File: config.mk
export PLATFORM = sky130hd
export DESIGN_NAME = oam_dma_controller_flat
export DESIGN_NICKNAME = d
export VERILOG_FILES = /design/src/rtl/oam_dma_controller_pkg.sv /design/src/rtl/oam_dma_controller_if.sv /design/src/rtl/oam_dma_controller.sv /design/src/flat_wrapper.sv
export SDC_FILE = /design/constraint.sdc
export NUM_CORES = 1
export LEC_CHECK = 0
export CORE_MARGIN = 3
export CORE_UTILIZATION = 39
export CTS_CLUSTER_DIAMETER = 200
export DETAILED_ROUTE_END_ITERATION = 12
export MAX_ROUTING_LAYER = met4
export PLACE_DENSITY_LB_ADDON = 0.12
export SLEW_MARGIN = 40
export SYNTH_ARGS = -nofsm -noshare
export SYNTH_HDL_FRONTEND = slang
export SYNTH_SLANG_ARGS = --single-unit
File: constraint.sdc
create_clock -name clock -period 1.99 [get_ports clock]
set_clock_uncertainty 0.1 [all_clocks]
set_input_delay 0.2985 -clock clock [delete_from_list [all_inputs] [get_ports clock]]
set_output_delay 0.2985 -clock clock [all_outputs]
set_load 0.01 [all_outputs]
File: src/rtl/oam_dma_controller_pkg.sv
// Shared definitions for the OAM DMA controller: register/OAM constants,
// DMA state encoding and the bus drive bundle used by the output mux.
package oam_dma_controller_pkg;

  localparam logic [15:0] REG_DMA  = 16'hFF46;
  localparam logic [15:0] OAM_BASE = 16'hFE00;
  localparam int          OAM_LEN  = 160;

  typedef enum logic [1:0] {
    DMA_IDLE  = 2'd0,
    DMA_START = 2'd1,
    DMA_READ  = 2'd2,
    DMA_WRITE = 2'd3
  } dma_state_e;

  typedef struct packed {
    logic [15:0] a;
    logic [7:0]  d;
    logic        wr_n;
    logic        rd_n;
    logic        cs_n;
  } bus_drive_t;

  localparam bus_drive_t BUS_RELEASED = '{a: 16'h0000, d: 8'h00, wr_n: 1'b1, rd_n: 1'b1, cs_n: 1'b1};

  // Echo RAM (E000-FDFF) mirrors WRAM, so the source page folds down to Cxxx/Dxxx.
  function automatic logic [7:0] echo_fold(input logic [7:0] hi);
    return (hi >= 8'hE0) ? (hi & 8'hDF) : hi;
  endfunction

endpackage

File: src/rtl/oam_dma_controller_if.sv
// Game Boy style parallel bus: address, write/read data and active-low strobes.
// The master drives address and strobes; the slave returns read data.
interface oam_dma_controller_if;

  logic [15:0] A;
  logic [7:0]  Do;
  logic [7:0]  Di;
  logic        wr_n;
  logic        rd_n;
  logic        cs_n;

  modport master (output A, Do, wr_n, rd_n, cs_n, input Di);
  modport slave  (input A, Do, wr_n, rd_n, cs_n, output Di);

endinterface

File: src/rtl/oam_dma_controller.sv
// Arbitrates the shared bus between the CPU and the OAM DMA engine, which copies
// LENGTH bytes from page src_hi to DEST_BASE one byte per two M-cycles.
module oam_dma_controller
  import oam_dma_controller_pkg::*;
#(
  parameter int          LENGTH    = OAM_LEN,
  parameter logic [15:0] DEST_BASE = OAM_BASE,
  parameter logic [15:0] REG_ADDR  = REG_DMA
) (
  input  logic                        clock,
  input  logic                        reset_n,
  input  logic                        tick,
  oam_dma_controller_if.slave         cpu,
  oam_dma_controller_if.master        bus,
  output logic                        dma_active
);

  localparam logic [7:0] LAST_IDX = 8'(LENGTH - 1);

  dma_state_e state_q, state_d;
  logic [7:0] idx_q, idx_d;
  logic [7:0] data_q, data_d;
  logic [7:0] src_hi_q, src_hi_d;
  logic       wr_q, wr_d;

  logic       reg_hit;
  logic       reg_wr;
  logic [7:0] src_eff;
  logic [7:0] cpu_di;
  bus_drive_t drv;

  // Register writes fire once per strobe assertion, even if wr_n is held low.
  always_comb begin
    reg_hit = !cpu.cs_n && (cpu.A == REG_ADDR);
    wr_d    = !cpu.wr_n;
    reg_wr  = reg_hit && !cpu.wr_n && !wr_q;
  end

  always_comb begin
    state_d  = state_q;
    idx_d    = idx_q;
    data_d   = data_q;
    src_hi_d = src_hi_q;
    if (reg_wr) begin
      state_d  = DMA_START;
      idx_d    = '0;
      src_hi_d = cpu.Do;
    end else if (tick) begin
      case (state_q)
        DMA_IDLE:  state_d = DMA_IDLE;
        DMA_START: state_d = DMA_READ;
        DMA_READ: begin
          data_d  = bus.Di;
          state_d = DMA_WRITE;
        end
        DMA_WRITE: begin
          if (idx_q == LAST_IDX) begin
            idx_d   = '0;
            state_d = DMA_IDLE;
          end else begin
            idx_d   = idx_q + 8'd1;
            state_d = DMA_READ;
          end
        end
        default:   state_d = DMA_IDLE;
      endcase
    end
  end

  always_ff @(posedge clock) begin
    if (!reset_n) begin
      state_q  <= DMA_IDLE;
      idx_q    <= '0;
      data_q   <= '0;
      src_hi_q <= 8'hFF;
      wr_q     <= 1'b0;
    end else begin
      state_q  <= state_d;
      idx_q    <= idx_d;
      data_q   <= data_d;
      src_hi_q <= src_hi_d;
      wr_q     <= wr_d;
    end
  end

  // While the engine owns the bus the CPU sees 0xFF, except for the DMA register itself.
  always_comb begin
    dma_active = (state_q != DMA_IDLE);
    src_eff    = echo_fold(src_hi_q);
    drv        = BUS_RELEASED;
    case (state_q)
      DMA_IDLE: begin
        drv.a    = cpu.A;
        drv.d    = cpu.Do;
        drv.wr_n = cpu.wr_n | reg_hit;
        drv.rd_n = cpu.rd_n | reg_hit;
        drv.cs_n = cpu.cs_n | reg_hit;
      end
      DMA_START: drv = BUS_RELEASED;
      DMA_READ: begin
        drv.a    = {src_eff, idx_q};
        drv.rd_n = 1'b0;
        drv.cs_n = 1'b0;
      end
      DMA_WRITE: begin
        drv.a    = DEST_BASE + {8'h00, idx_q};
        drv.d    = data_q;
        drv.wr_n = 1'b0;
        drv.cs_n = 1'b0;
      end
      default:   drv = BUS_RELEASED;
    endcase

    if (reg_hit) begin
      cpu_di = src_hi_q;
    end else if (dma_active) begin
      cpu_di = 8'hFF;
    end else begin
      cpu_di = bus.Di;
    end
  end

  assign bus.A    = drv.a;
  assign bus.Do   = drv.d;
  assign bus.wr_n = drv.wr_n;
  assign bus.rd_n = drv.rd_n;
  assign bus.cs_n = drv.cs_n;
  assign cpu.Di   = cpu_di;

endmodule

File: src/flat_wrapper.sv
// flat-port wrapper written by rule: the top's interface ports become plain ports
module oam_dma_controller_flat import oam_dma_controller_pkg::*;
#(
  parameter int          LENGTH    = OAM_LEN,
  parameter logic [15:0] DEST_BASE = OAM_BASE,
  parameter logic [15:0] REG_ADDR  = REG_DMA
)
  (clock, reset_n, tick, dma_active, cpu_A, cpu_Do, cpu_wr_n, cpu_rd_n, cpu_cs_n, cpu_Di, bus_A, bus_Do, bus_wr_n, bus_rd_n, bus_cs_n, bus_Di);
  oam_dma_controller_if cpu_i ();
  oam_dma_controller_if bus_i ();
  input  logic clock;
  input  logic reset_n;
  input  logic tick;
  output logic dma_active;
  input wire logic [$bits(cpu_i.A)-1:0] cpu_A;
  input wire logic [$bits(cpu_i.Do)-1:0] cpu_Do;
  input wire logic [$bits(cpu_i.wr_n)-1:0] cpu_wr_n;
  input wire logic [$bits(cpu_i.rd_n)-1:0] cpu_rd_n;
  input wire logic [$bits(cpu_i.cs_n)-1:0] cpu_cs_n;
  output wire logic [$bits(cpu_i.Di)-1:0] cpu_Di;
  output wire logic [$bits(bus_i.A)-1:0] bus_A;
  output wire logic [$bits(bus_i.Do)-1:0] bus_Do;
  output wire logic [$bits(bus_i.wr_n)-1:0] bus_wr_n;
  output wire logic [$bits(bus_i.rd_n)-1:0] bus_rd_n;
  output wire logic [$bits(bus_i.cs_n)-1:0] bus_cs_n;
  input wire logic [$bits(bus_i.Di)-1:0] bus_Di;
  assign cpu_i.A = cpu_A;
  assign cpu_i.Do = cpu_Do;
  assign cpu_i.wr_n = cpu_wr_n;
  assign cpu_i.rd_n = cpu_rd_n;
  assign cpu_i.cs_n = cpu_cs_n;
  assign cpu_Di = cpu_i.Di;
  assign bus_A = bus_i.A;
  assign bus_Do = bus_i.Do;
  assign bus_wr_n = bus_i.wr_n;
  assign bus_rd_n = bus_i.rd_n;
  assign bus_cs_n = bus_i.cs_n;
  assign bus_i.Di = bus_Di;
  oam_dma_controller #(.LENGTH(LENGTH), .DEST_BASE(DEST_BASE), .REG_ADDR(REG_ADDR)) u_core (.clock(clock), .reset_n(reset_n), .tick(tick), .cpu(cpu_i), .bus(bus_i), .dma_active(dma_active));
endmodule
Yosys cells after proc, flatten, opt, wreduce, memory -nomap -nowiden
Cells that the tools add are included.

$mul: 0. Reductions and logical operators: 13. Bitwise gates (word level): 5. Order comparisons: 1. Add/sub/neg operators: 2. Shift-type cells: 0. Eq/ne operators: 5. Div/mod/pow operators: 0. Muxes and demuxes: 12.

Operators with widths (count): $pmux 16 s4 (1); $mux 8 (3); $pmux 9 s2 (1); $eq 16x16->1 const B (1); $add 10x9->11 const A (1); $add 8x1->8 const B (1); $eq 8x8->1 const B (1); $ge 8x8->1 const B (1); $pmux 2 s4 (1); $mux 6 (1); $eq 2x2->1 const B (2); $reduce_bool 2->1 (2); $reduce_or 2->1 (2); $logic_and 1x1->1 (3); $logic_not 1->1 (3); $or 1x1->1 (3); $pmux 1 s3 (1); $reduce_and 3->1 (1); $eq 2x1->1 const B (1); $logic_not 2->1 (1); $mux 1 (2); $mux 2 (1); $not 1->1 (2); $pmux 1 s2 (1); $reduce_and 2->1 (1).

Word-level logic and storage cells: 44. Bits in read-only memories: 0. RAM bits: 0. Bits of input ports: 38. Memories kept: 0. Output and inout bits: 36. Latch bits: 0. Bits in registers: 27.

Logic depth before layout (Yosys ltp)
Depth in word-level cells: 6. Depth in mapped cells: 7. Gate-level depth less buffers: 5.

Least setup slack after synthesis
OpenSTA, ideal clock, no wires.

Path kind: input port to output port. Start point: input port cpu_A[5]. End point: output port cpu_Di[0]. Path buffers: 2. Arrival: 1.829 ns. Stages: 6. Data required time: 1.591 ns. Slack: -0.238 ns. Cell sequence: or4b_1 > or4_4 > buf_6 > buf_8 > nor3_1 > a31oi_1.

Cells in the longest elaborated chain, start to end: 3.

RTL lines: from (decl) (RTL line flat_wrapper.sv:15) `input wire logic [$bits(cpu_i.A)-1:0] cpu_A;`; $eq 16x16->1 (RTL line oam_dma_controller.sv:34) `reg_hit = !cpu.cs_n && (cpu.A == REG_ADDR);`; $logic_and 1x1->1 (RTL line oam_dma_controller.sv:34); $mux 8 (RTL line oam_dma_controller.sv:114) `if (reg_hit) begin`; to (decl) (RTL line flat_wrapper.sv:20) `output wire logic [$bits(cpu_i.Di)-1:0] cpu_Di;`.

No other way between the ends.

Worst setup path in the final report
Start point: input port cpu_A[4]. End point: output port cpu_Di[6].

The elaborated chain is that of the path after synthesis.

==> results_dict.tcl <==
set metrics [dict create \
    worst_pin_slew_ns 0.555 \
    post_drt_wl_per_cell_um 17.3 \
    syn_inst 257 \
    clk_latency_ns 0.28 \
    start_util_pct 41.2 \
    io_pins 74 \
    grt_pass1_vias 2262 \
    violations "setup timing" \
    hold_class "reg -> reg" \
    status "finished, violations left" \
    syn_area_um2 1820 \
    io_buffers 73 \
    netlist_top_cells_area "dfxtp_1 30%, nand2_1 10%, nor3_1 6.1%, o21ai_0 5.8%, a21oi_1 5.2%" \
    drtPass1Iterations 4 \
    ys.flop_type "dfxtp_1" \
    clock_sinks 27 \
    die_y_um 74.3 \
    synthTopCellsByCount "49 x nand2_1, 27 x dfxtp_1, 22 x nor3_1" \
    ant_nets 0 \
    finalNetCount 405 \
    ys_seq_elements 27 \
    synth_largest_area_cell "dfxtp_1" \
    crit_path_start "cpu_A[4]" \
    timing.final.crit_share_pct 115 \
    dieArea_um2 5510 \
    setup_viol 20 \
    avgSynthCellArea_um2 7.07 \
    dr_total_vias 2289 \
    rsz0062_at_grt "true" \
    cts_tree "built" \
    wirelength_um 7120 \
    ctsHoldBuffers 0 \
    yosysSeqAreaShare_pct 29.8 \
    place_hpwl_um 4850 \
    timing.reg2reg.setup_slack_ns 0.21 \
    ctsRootBufferMaster "clkbuf_8" \
    coreArea_um2 4410 \
    synthesis.nets 301 \
    end_kind "output port" \
    start_kind "primary input" \
    synth_edf_count 0 \
    reg2reg_depth 7 \
    finalHoldViolations 0 \
    synth.top_cell.area_share_pct 29.8 \
    crit_type "in -> out" \
    place.gp.congestion 0.840 \
    n_antenna_cell 0 \
    crit_arrival_ns 1.88 \
    drt_iter0_markers 109 \
    irDropWorstVdd_mv 0.352 \
    clk_pin_slew_ns 0.10 \
    layout-drive-gt1-share_pct 35.0 \
    fmax_mhz 439 \
    fin_tns_setup_ns -3.11 \
    synth_most_common_cell "nand2_1" \
    path_max_fanout 5 \
    grtUsageTotal_pct 26.2 \
    setup_ws_ns -0.290 \
    antenna_found_initial 0 \
    grt_pass1_wl_um 10900 \
    dieWidth_um 74.3 \
    required_ns 1.59 \
    htree_levels 1 \
    slew_viol_final 0 \
    vias_per_cell 5.56 \
    power.density_nw_per_um2 357 \
    r2r_end "u_core.idx_q[7]" \
    syn2layout_area_growth_pct 78.7 \
    synth_cell_types 36 \
    clock_path_buffers 2 \
    layout_min_cycle_time_ns 2.28 \
    r2r_start "u_core.state_q[0]" \
    hold_slack_ns 0.374 \
    ys_warn_count 0 \
    relSlewSlack_pct 62.9 \
    power_mw 1.16 \
    dp_slack_ns -1.04 \
    drc 0 \
    synthArstFlopShare_pct 0 \
    grt_overflow 0 \
    numCtsBuffers 3 \
    grt_max_degree 35 \
    p_leak_nw 1.40 \
    rows 24 \
    post-route-util_pct 73.6 \
    maxCapViolations 0 \
    cp-endpoint "cpu_Di[6]" \
]
-- through the flow --
step	area, µm²	cells
after detailed placement	2930	394
after CTS	3140	412
after global routing	3250	412
after global placement	2930	394
final	3250	412
after floorplan	1970	257
-- layer usage --
| layer | track usage, % | vias to the layer above | wire [µm] |
|---|---|---|---|
| met5 | - | - | 0 |
| met3 | 3.65 | 12 | 373 |
| met2 | 45.7 | 74 | 3670 |
| met4 | 8.50 | 0 | 104 |
| met1 | 30.9 | 1093 | 2970 |
| li1 | - | 1110 | - |
-- placed cells by master, fill, tap and decap left out, types with 3 or more instances in the layout --
cell type	count
nor3_1	9
buf_8	3
clkdlybuf4s50_1	20
mux2i_1	8
nand2_1	49
ha_4	4
nor2_1	18
buf_2	16
inv_1	12
a31oi_4	7
clkbuf_2	8
a22oi_1	6
xnor2_1	5
a22oi_2	4
o21ai_1	3
clkbuf_8	3
dfxtp_1	25
o21ai_0	20
dlymetal6s2s_1	3
dlygate4sd2_1	16
buf_6	12
buf_12	3
nand4_1	3
nor3_2	6
clkdlybuf4s15_2	3
nand4b_1	3
a21oi_1	18
buf_4	31
nor3_4	9
-- worst max-delay path, stage by stage --
cell     delay [ns]
buf_6          0.09
or4b_4         0.53
or4_4          0.46
buf_12         0.17
nor3_4         0.14
a31oi_4        0.04
buf_2          0.14
-- state kept, by name, summed over array words and instances, names as in the netlist --
signal           count
u_core.data_q        8
u_core.idx_q         8
u_core.src_hi_q      8
u_core.state_q       2
u_core.wr_q          1
-- worst min-delay path by stage --
stage	startpoint	endpoint	slack (ns)	cells past startpoint
after floorplan	cpu_wr_n	u_core.wr_q	0.27	1
after global placement	u_core.data_q[0]	u_core.data_q[0]	0.34	2
after detailed placement	u_core.data_q[5]	u_core.data_q[5]	0.36	2
after CTS	u_core.data_q[7]	u_core.data_q[7]	0.37	2
after global routing	u_core.data_q[2]	u_core.data_q[2]	0.39	2
final	u_core.data_q[6]	u_core.data_q[6]	0.37	2
-- repair_timing --
item,in CTS,in global routing
setup endpoints to repair,62,51
cloned,2,1
hold endpoints to repair,0,0
pin swaps,15,17
buffers inserted,12,0
gates resized for setup,155,49
-- area by class of cell --
| cell class | count | area (µm²) |
|---|---|---|
| Tap cell | 52 | 65.1 |
| Clock inverter | 1 | 8.76 |
| Sequential cell | 27 | 546 |
| Timing Repair Buffer | 118 | 1050 |
| Fill cell | 353 | 1170 |
| Inverter | 14 | 52.6 |
| Clock buffer | 3 | 41.3 |
| Multi-Input combinational cell | 197 | 1480 |
-- cell families (layout without fill, tap and decap cells) --
| group | after synthesis | in the layout | synth area share, % |
|---|---|---|---|
| AND/OR/NAND/NOR | 111 | 111 | 29.5 |
| AO/OA/AOI/OAI | 64 | 65 | 20.6 |
| buffers and inverters | 34 | 136 | 8.20 |
| flip-flops | 27 | 27 | 29.8 |
| multiplexers | 8 | 8 | 4.41 |
| XOR/XNOR | 7 | 7 | 3.37 |
| adder cells (fa/ha/maj) | 6 | 6 | 4.13 |
-- power breakdown --
part | switching [mW] | internal [mW]
combinational | 0.131 | 0.148
clock | 0.193 | 0.147
sequential | 0.000412 | 0.540
total | 0.324 | 0.835
Note: power is estimated with default switching activity, not from simulation.
